==> src/rtl/reg_pipeline.sv <==
// Multi-stage valid/ready register pipeline with bubble collapsing and synchronous flush.
// Retiming delay line: DEPTH stages of WIDTH-bit data, each carrying its own valid bit.
`timescale 1ns/1ps
module reg_pipeline #(
    parameter int               WIDTH     = 8,
    parameter int               DEPTH     = 4,
    parameter logic [WIDTH-1:0] RESET_VAL = '0
) (
    input  logic                       clk,
    input  logic                       rst_n,
    input  logic                       flush,
    input  logic                       in_valid,
    output logic                       in_ready,
    input  logic [WIDTH-1:0]           in_data,
    output logic                       out_valid,
    input  logic                       out_ready,
    output logic [WIDTH-1:0]           out_data,
    output logic [$clog2(DEPTH+1)-1:0] occupancy
);
    localparam int OCC_W = $clog2(DEPTH + 1);

    logic [DEPTH-1:0] v_q;
    logic [DEPTH-1:0] v_d;
    logic [DEPTH-1:0] adv;
    logic [WIDTH-1:0] d_q [DEPTH];
    logic [WIDTH-1:0] d_d [DEPTH];
    logic [OCC_W-1:0] occ_q;
    logic [OCC_W-1:0] occ_d;
    logic             accept;

    function automatic logic [OCC_W-1:0] popcount(input logic [DEPTH-1:0] vec);
        logic [OCC_W-1:0] cnt;
        cnt = '0;
        for (int i = 0; i < DEPTH; i++) begin
            cnt = cnt + OCC_W'(vec[i]);
        end
        return cnt;
    endfunction

    // A stage may advance when the output drains or any stage at or downstream of it is empty;
    // unrolling the chain this way avoids a combinational loop through adv itself.
    always_comb begin
        logic hole;
        hole = 1'b0;
        adv  = '0;
        for (int k = DEPTH - 1; k >= 0; k--) begin
            hole   = hole | ~v_q[k];
            adv[k] = out_ready | hole;
        end
    end

    assign in_ready = rst_n & ~flush & adv[0];
    assign accept   = in_valid & in_ready;

    always_comb begin
        v_d = v_q;
        d_d = d_q;
        if (flush) begin
            v_d = '0;
        end else begin
            if (adv[0]) begin
                v_d[0] = accept;
                if (accept) begin
                    d_d[0] = in_data;
                end
            end
            // Data only moves with a valid word so idle stages keep their last contents.
            for (int k = 1; k < DEPTH; k++) begin
                if (adv[k]) begin
                    v_d[k] = v_q[k-1];
                    if (v_q[k-1]) begin
                        d_d[k] = d_q[k-1];
                    end
                end
            end
        end
        occ_d = popcount(v_d);
    end

    always_ff @(posedge clk or negedge rst_n) begin
        if (!rst_n) begin
            v_q   <= '0;
            occ_q <= '0;
            for (int k = 0; k < DEPTH; k++) begin
                d_q[k] <= RESET_VAL;
            end
        end else begin
            v_q   <= v_d;
            d_q   <= d_d;
            occ_q <= occ_d;
        end
    end

    assign out_valid = v_q[DEPTH-1];
    assign out_data  = d_q[DEPTH-1];
    assign occupancy = occ_q;
endmodule

==> config.mk <==
export PLATFORM = sky130hd
export DESIGN_NAME = reg_pipeline
export DESIGN_NICKNAME = d
export VERILOG_FILES = /design/src/rtl/reg_pipeline.sv
export SDC_FILE = /design/constraint.sdc
export NUM_CORES = 1
export LEC_CHECK = 0
export ABC_AREA = 1
export CORE_MARGIN = 2
export CORE_UTILIZATION = 44
export CTS_BUF_LIST = sky130_fd_sc_hd__clkbuf_4 sky130_fd_sc_hd__clkbuf_8
export DETAILED_ROUTE_END_ITERATION = 10
export GPL_ROUTABILITY_DRIVEN = 0
export MAX_ROUTING_LAYER = met4
export PLACE_DENSITY = 0.67
export SLEW_MARGIN = 25
export SYNTH_ARGS = -nofsm -noshare
export SYNTH_HDL_FRONTEND = slang
export SYNTH_SLANG_ARGS = --single-unit
==> constraint.sdc <==
create_clock -name clk -period 4.1 [get_ports clk]
set_input_delay 0.615 -clock clk [delete_from_list [all_inputs] [get_ports clk]]
set_output_delay 0.615 -clock clk [all_outputs]
set_load 0.03 [all_outputs]
==> impl_metrics.py, run 1 <==
metrics = {
    "run_status": {
        "status": "completed",
    },
    "drt": {
        "viasPerCell": 4.508,
        "wl_met2_um": 1097,
        "remaining_drc_errors": 0,
        "drtPass1Iterations": 5,
        "drt-total-wl_um": 2493,
        "postRouteAntennaNets": 0,
        "wl_per_cell_um": 10.22,
        "num_vias": 1100,
        "m1WireLength_um": 1216,
        "topRoutingLayerUsed": "met4",
        "drt_iter0_markers": 76,
        "wl_met3_um": 109,
    },
    "run": {
        "maxCapViolations": 0,
    },
    "floorplanning": {
        "die_h_um": 65.66,
        "io_pins": 26,
        "die_area_um2": 4311,
        "num_rows": 22,
        "start_util_pct": 45.69,
        "die_w_um": 65.66,
        "core_area_um2": 3661,
    },
    "place": {
        "io_buffers": 25,
        "dp_cells": 236,
        "pre_cts_ws_ps": 1246,
        "place_hpwl_um": 1833,
    },
    "power": {
        "p_leak_nw": 0.9880,
        "power_frac_clock_pct": 27.3,
        "p_int_w": 0.0006650,
        "p_seq_share_pct": 53.5,
        "p_sw_w": 0.0002432,
        "combPwrFrac_pct": 19.2,
        "total_power_w": 0.0009082,
        "vdd.ir_drop.worst_v": 0.0002138,
        "powerDensity_nw_per_um2": 459.4,
        "switching_share_pct": 26.78,
    },
    "clock_tree": {
        "post_cts_buffers": 0,
        "cts_hold_buf": 0,
        "clkSlewWorstSetupHoldPaths_ps": 60,
        "cts_buffer_depth": 2,
        "postCtsResizedCells": 0,
        "cts.sinks": 39,
        "htree_levels": 2,
        "insertion_delay_ps": 280,
        "cts_tree": "built",
        "cts_root_buf": "clkbuf_8",
        "numCtsBuffers": 5,
    },
    "logic_synthesis": {
        "synth_area_um2": 1673,
        "synth_flop_cell": "dfrtp_1",
        "async_flop_share_pct": 100.0,
        "ys_top_cells_by_count": "nand2_1, dfrtp_1, inv_1, o21ai_0",
        "syn_inst": 174,
        "syn_avg_cell_area_um2": 9.614,
        "yosysMostFrequentCell": "nand2_1",
        "ys_types": 20,
        "synth_edf_count": 0,
        "ys_seq_elements": 39,
        "synth_top_area_share_pct": 58.34,
        "seq_area_frac_synth_pct": 58.34,
        "synth_top_cells_by_area": "dfrtp_1, nand2_1, inv_1, o21ai_0, buf_4",
        "yosys_warnings": 0,
        "synth_nets": 190,
        "yosysTopAreaCell": "dfrtp_1",
    },
    "timing": {
        "fin_skew_ps": 2.919,
        "setup_viol": 0,
        "timing.final.crit_share_pct": 67.86,
        "min_period_ps": 2782,
        "finalMaxSlewViolations": 0,
        "grt_setup_unrepaired": "false",
        "worst_pin_slew_ps": 488.9,
        "fmax_mhz": 359.4,
        "hold_violations": 0,
        "fin_tns_setup_ps": 0,
        "relSlewSlack_pct": 67.32,
        "worst_slack_ps": 1318,
    },
    "cells_and_area": {
        "fin_nets": 211,
        "fin_cells": 244,
        "area_delta_synth_final_pct": 18.18,
        "antennaDiodeCount": 0,
        "n_fill_cell": 355,
        "drive_gt1_share_pct": 8.163,
        "utilization_pct": 54.00,
    },
    "setup_path": {
        "r2r_start": "v_q[3]",
        "start_kind": "input pin",
        "reg2reg_depth": 9,
        "cp-end-kind": "output port",
        "path_max_fanout": 5,
        "r2r-end": "occupancy[1]",
        "critPathKind": "input pin to output port",
        "ff2ff_setup_slack_ps": 1910,
        "cp.required_ps": 3480,
        "critPathArrivalTime_ps": 2170,
    },
    "global_routing": {
        "grt_first_pass_wirelength_um": 4450,
        "grt_max_degree": 41,
        "antenna_found_initial": 0,
        "grt_usage_pct": 14.29,
        "grt_remaining_overflow": 0,
        "grt_pass1_vias": 1036,
    },
    "hold_path": {
        "hold_class": "input pin to async pin",
    },
}
[how the worst max path moves through the flow]
stage | startpoint | end | slack [ps] | cells after the start
floorplan | in_valid | occupancy[1] | 1810 | 8
global placement | out_ready | occupancy[1] | 1300 | 9
detailed placement | out_ready | occupancy[1] | 1250 | 9
CTS | flush | in_ready | 1310 | 5
global route | rst_n | in_ready | 1180 | 5
finish | flush | in_ready | 1320 | 5
[through the flow]
step,cell area [um^2],hold WS (ps)
final,1977,370.9
after global routing,1977,432.4
after CTS,1977,385.1
after detailed placement,1888,463.3
after global placement,1888,464.2
after floorplan,1673,319.4
[placed cells by master (no fill, tap or decap)]
master and n:
nand2_2 2, fa_1 1, a21oi_1 3, o21a_1 8, dfrtp_1 39, nand2_1 44
nand3_1 1, clkinv_2 1, a31oi_1 1, nand3_2 2, nor2_1 3, clkdlybuf4s50_1 24
clkbuf_4 2, o21ai_0 17, ha_1 2, inv_2 1, buf_4 1, inv_1 28
clkbuf_8 5, buf_2 1, nor2_4 1, clkinv_1 1, nand4_1 8
[cell type report]
cell class | count | area (um^2) | area share, %
timing repair buffer | 26 | 252.7 | 12.78
clock inverter | 1 | 5.005 | 0.2532
sequential | 39 | 975.9 | 49.37
inverter | 30 | 112.6 | 5.696
clock buffer | 7 | 83.83 | 4.240
tap | 48 | 60.06 | 3.038
multi-input combinational | 93 | 486.7 | 24.62
[worst max-delay path, cell delays in order]
cell and delay [ps]:
clkdlybuf4s50_1 490, inv_2 120, nand2_1 90, a31oi_1 170
clkdlybuf4s50_1 690
[routing by layer]
metal	up-vias	track usage, %
met4	0	9.375
met3	7	3.596
met5	-	-
met2	23	20.96
li1	577	-
met1	493	17.49
[registers in the layout, indices dropped and copies added (netlist names)]
| name | flops |
|---|---|
| d_q | 24 |
| out_data | 8 |
| v_q | 4 |
| occupancy | 3 |
[power groups by stage]
stage / logic [W] / registers, W / clock network (W)
after floorplan: 0.000132 / 0.000487 / 0
after global placement: 0.000172 / 0.000490 / 0
after detailed placement: 0.000177 / 0.000493 / 0
after CTS: 0.000177 / 0.000487 / 0.000260
after global routing: 0.000200 / 0.000493 / 0.000279
final: 0.000174 / 0.000486 / 0.000248
[cells by family after synthesis]
group                    share of synthesized area (%)
adder cells (fa/ha/maj)                          2.692
AO/OA/AOI/OAI                                    9.948
flip-flops                                       58.34
AND/OR/NAND/NOR                                  16.45
buffers and inverters                            12.56
Note: power is estimated with default switching activity, not from simulation.
==> inputs of run 2 (changes only) <==
==> constraint.sdc (replaced) <==
create_clock -name clk -period 2.8 [get_ports clk]
set_input_delay 0.42 -clock clk [delete_from_list [all_inputs] [get_ports clk]]
set_output_delay 0.42 -clock clk [all_outputs]
set_load 0.03 [all_outputs]
==> run 2 against run 1 <==
- die area did not move
- non-clock buffer count rose by 2
- register-to-register slack got worse by 1200 ps
- wire length increased by 5.7%
- clock skew rose by 1.5 ps
- largest power group unchanged
- sequential power up 47%
==> impl_metrics.py, run 2 (synthesis results as in run 1) <==
metrics = {
    "run_status": {
        "status": "completed",
    },
    "clock_tree": {
        "insertion_delay_ps": 290,
        "cts_hold_buf": 0,
        "htree_levels": 2,
        "cts_buffer_depth": 2,
        "postCtsResizedCells": 0,
        "cts_root_buf": "clkbuf_8",
        "post_cts_buffers": 0,
        "numCtsBuffers": 5,
        "clkSlewWorstSetupHoldPaths_ps": 70,
        "cts.sinks": 39,
        "cts_tree": "built",
    },
    "setup_path": {
        "r2r-end": "occupancy[1]",
        "critPathArrivalTime_ps": 1960,
        "critPathKind": "input pin to output port",
        "cp.required_ps": 2380,
        "ff2ff_setup_slack_ps": 760,
        "cp-end-kind": "output port",
        "r2r_start": "v_q[2]",
        "start_kind": "input pin",
        "path_max_fanout": 5,
        "reg2reg_depth": 9,
    },
    "timing": {
        "fin_skew_ps": 4.381,
        "min_period_ps": 2378,
        "holdWs_ps": 191.3,
        "fin_tns_setup_ps": 0,
        "worst_pin_slew_ps": 507.0,
        "hold_violations": 0,
        "finalMaxSlewViolations": 0,
        "fmax_mhz": 420.6,
        "setup_viol": 0,
        "grt_setup_unrepaired": "false",
        "timing.final.crit_share_pct": 84.92,
        "relSlewSlack_pct": 66.10,
    },
    "run": {
        "maxCapViolations": 0,
    },
    "drt": {
        "postRouteAntennaNets": 0,
        "drt_iter0_markers": 25,
        "remaining_drc_errors": 0,
        "num_vias": 1126,
        "drt-total-wl_um": 2634,
        "viasPerCell": 4.577,
        "drtPass1Iterations": 4,
        "wl_per_cell_um": 10.71,
    },
    "global_routing": {
        "grt_usage_pct": 15.16,
        "antenna_found_initial": 0,
        "grt_pass1_vias": 1102,
        "grt_max_degree": 40,
        "grt_remaining_overflow": 0,
        "grt_first_pass_wirelength_um": 4740,
    },
    "cells_and_area": {
        "fin_nets": 213,
        "regMostFlops": "d_q",
        "drive_gt1_share_pct": 9.091,
        "antennaDiodeCount": 0,
        "final_common_cell": "nand2_1",
        "area_delta_synth_final_pct": 19.07,
        "layout_common_cells": "nand2_1, dfrtp_1, inv_1, clkdlybuf4s50_1, o21ai_0",
        "largest_reg_flops": 24,
    },
    "floorplanning": {
        "num_rows": 22,
        "io_pins": 26,
        "die_w_um": 65.66,
        "core_area_um2": 3661,
        "start_util_pct": 45.69,
        "die_h_um": 65.66,
        "die_area_um2": 4311,
    },
    "place": {
        "io_buffers": 25,
        "place_hpwl_um": 1959,
    },
    "power": {
        "p_leak_nw": 0.9925,
        "vdd.ir_drop.worst_v": 0.0003076,
        "powerDensity_nw_per_um2": 672.7,
    },
    "hold_path": {
        "hold_class": "input pin to async pin",
    },
}
## run 2: metal layers
metal,part of all wire (%),up-vias,GRT usage [%]
met3,5.1,4,4.110
met1,44,512,17.06
li1,-,581,-
met2,49,29,24.37
met5,0,-,-
met4,1.7,0,8.594
## run 2: metrics by stage
step	area [um^2]	std cells	setup slack, ps	power [W]	utilization [%]
2_1_floorplan	1673	174	540.1	0.0009060	-
3_3_place_gp	1903	238	358.7	0.0009696	51.98
3_5_place_dp	1903	238	291.0	0.0009858	51.98
4_1_cts	1992	246	435.0	0.001359	54.41
5_1_grt	1992	246	327.6	0.001426	54.41
6_report	1992	246	422.3	0.001340	54.41
## run 2: cell type report
type	count	area, um^2
sequential	39	975.9
fill	338	1669
clock inverter	2	12.51
inverter	30	112.6
multi-input combinational	93	486.7
tap	48	60.06
timing repair buffer	28	267.8
clock buffer	6	76.32
## run 2: power breakdown
group / switching [W] / internal (W) / leakage, nW
clock: 0.000186 / 0.000183 / 0.0446
combinational: 0.000141 / 0.000115 / 0.454
sequential: 0.0000484 / 0.000666 / 0.493
## run 2: worst max-delay path by stage
stage | slack, ps | start | to | cells after the start
5_1_grt | 330 | flush | in_ready | 5
4_1_cts | 430 | flush | in_ready | 5
3_5_place_dp | 290 | flush | occupancy[1] | 9
3_3_place_gp | 360 | out_ready | occupancy[1] | 9
2_1_floorplan | 540 | v_q[3] | occupancy[1] | 9
6_report | 420 | flush | in_ready | 5
## run 2: worst max-delay path: stages
cell and delay [ps]:
clkdlybuf4s50_1 500, inv_2 120, nand2_1 90, a31oi_1 150, clkdlybuf4s50_1 690
==> inputs of run 3 (changes only) <==
--- a/config.mk
+++ b/config.mk
@@ -12,7 +12,7 @@
 export DETAILED_ROUTE_END_ITERATION = 10
 export GPL_ROUTABILITY_DRIVEN = 0
 export MAX_ROUTING_LAYER = met4
-export PLACE_DENSITY = 0.67
+export PLACE_DENSITY = 0.7
 export SLEW_MARGIN = 25
 export SYNTH_ARGS = -nofsm -noshare
 export SYNTH_HDL_FRONTEND = slang
==> constraint.sdc (replaced) <==
create_clock -name clk -period 2.1 [get_ports clk]
set_input_delay 0.315 -clock clk [delete_from_list [all_inputs] [get_ports clk]]
set_output_delay 0.315 -clock clk [all_outputs]
set_load 0.03 [all_outputs]
==> run 3 against run 2 <==
- combinational power up 36%
- non-clock buffer count up 7
- sequential cell count unchanged
- critical path type is now register to register
==> impl_metrics.py, run 3 (synthesis results as in run 1) <==
metrics = {
    "clock_tree": {
        "clkSlewWorstSetupHoldPaths_ps": 70,
        "cts.sinks": 39,
        "cts_root_buf": "clkbuf_8",
        "numCtsBuffers": 5,
        "cts_buffer_depth": 2,
        "htree_levels": 2,
        "cts_tree": "built",
        "insertion_delay_ps": 280,
    },
    "floorplanning": {
        "io_pins": 26,
        "die_h_um": 65.66,
        "die_w_um": 65.66,
        "core_area_um2": 3661,
        "die_area_um2": 4311,
        "num_rows": 22,
        "start_util_pct": 45.69,
    },
    "global_routing": {
        "grt_pass1_vias": 1124,
        "grt_first_pass_wirelength_um": 4788,
        "grt_remaining_overflow": 0,
        "grt_max_degree": 40,
        "grt_usage_pct": 15.56,
        "antenna_found_initial": 0,
    },
    "drt": {
        "wl_per_cell_um": 10.83,
        "num_vias": 1141,
        "drt_iter0_markers": 46,
        "drt-total-wl_um": 2730,
        "drtPass1Iterations": 4,
        "postRouteAntennaNets": 0,
        "remaining_drc_errors": 0,
        "viasPerCell": 4.528,
    },
    "cells_and_area": {
        "n_fill_cell": 338,
        "final_common_cell": "nand2_1",
        "antennaDiodeCount": 0,
        "final_area_um2": 2079,
        "regMostFlops": "d_q",
        "area_delta_synth_final_pct": 24.31,
        "fin_nets": 220,
        "layout_common_cells": "nand2_1, dfrtp_1, inv_1, clkdlybuf4s50_1, o21ai_0",
        "largest_reg_flops": 24,
        "drive_gt1_share_pct": 13.73,
    },
    "timing": {
        "finalMaxSlewViolations": 0,
        "setup_viol": 0,
        "timing.final.crit_share_pct": 93.58,
        "grt_setup_unrepaired": "false",
        "fmax_mhz": 508.8,
        "min_period_ps": 1965,
        "hold_violations": 0,
        "relSlewSlack_pct": 68.70,
        "holdWs_ps": 81.41,
        "worst_pin_slew_ps": 468.2,
        "fin_tns_setup_ps": 0,
        "fin_skew_ps": 6.416,
    },
    "setup_path": {
        "cp-end-kind": "register",
        "critPathMaxStageDelay_ps": 490,
        "path_max_fanout": 3,
        "critPathKind": "register to register",
        "start_kind": "register",
        "cp_common_cell": "ha_1",
        "worstPathCellList": "nand2_2 > nor2_4 > nand3_4 > o21ai_1 > nand2_1 > fa_1 > inv_1 > ha_1 > ha_1",
        "slowest_stage": "fa_1",
        "cp.required_ps": 2270,
        "critPathArrivalTime_ps": 2140,
        "critPathTopFamily": "adder cells",
        "cp.buffers_inverters": 1,
    },
    "place": {
        "place_area_um2": 1957,
        "io_buffers": 25,
        "place_hpwl_um": 2068,
    },
    "power": {
        "powerDensity_nw_per_um2": 910.5,
        "vdd.ir_drop.worst_v": 0.0004127,
        "p_leak_nw": 1.057,
    },
    "hold_path": {
        "hold_class": "input pin to async pin",
    },
    "run": {
        "maxCapViolations": 0,
    },
    "run_status": {
        "status": "completed",
    },
}
## run 3: changes by cell type in the layout (fill, tap and decap cells not counted), sizes merged
cell / delta
buf: +8
clkdlybuf4s50: -3
dlymetal6s2s: +2
bufinv: +1
clkinv: -1
clkinvlp: -1
## run 3: worst register-to-register path, cell delays in order (launching register included)
cell	delay (ps)
dfrtp_1	380
nand2_2	80
nor2_4	130
nand3_4	80
o21ai_1	90
nand2_1	110
fa_1	490
inv_1	50
ha_1	170
ha_1	260
## run 3: where the power goes
part | total, W | internal [W] | switching, W
registers | 0.000952 | 0.000888 | 0.0000643
logic | 0.000349 | 0.000156 | 0.000192
clock network | 0.000592 | 0.000361 | 0.000232
## run 3: layout make-up
cell class	instances	area [um^2]	share of cell area, %
Inverter	30	112.6	5.415
Clock buffer	6	76.32	3.670
Tap cell	48	60.06	2.888
Clock inverter	1	30.03	1.444
Multi-Input combinational cell	93	500.5	24.07
Sequential cell	39	977.2	46.99
Timing Repair Buffer	35	322.8	15.52
## run 3: repair_timing
item,4_1_cts,5_1_grt
setup endpoints to repair,0,1
resized for setup,0,3
setup buffers,0,1
hold buffers,0,0
## run 3: routing by layer
layer | vias up | share of wire, % | track usage [%] | wire length (um)
li1 | 597 | - | - | -
met1 | 513 | 46 | 17.59 | 1250
met2 | 27 | 48 | 24.75 | 1317
met3 | 4 | 4.8 | 6.164 | 131
met4 | 0 | 1.1 | 6.250 | 31
met5 | - | 0 | - | 0
## run 3: through the flow
stage	std cells	util (%)	worst slack [ps]	total power (W)
global placement	244	53.45	-186.1	0.001298
detailed placement	244	53.45	-269.6	0.001323
floorplan	174	-	50.16	0.001208
CTS	251	56.36	39.06	0.001926
global route	252	56.80	27.37	0.002009
finish	252	56.80	134.8	0.001893
## run 3: path summary, 6_finish.rpt
kind / start / depth (start not counted) / to / slack, ps
worst max register to register: v_q[2] / 9 / occupancy[1] / 130
min in group clk: flush / 2 / v_q[3] / 340
worst min register to register: d_q[31] / 2 / d_q[31] / 480
worst max-delay path: v_q[2] / 9 / occupancy[1] / 130
max in group asynchronous: rst_n / 2 / v_q[3] / 1660
worst min-delay path: rst_n / 2 / v_q[0] / 80
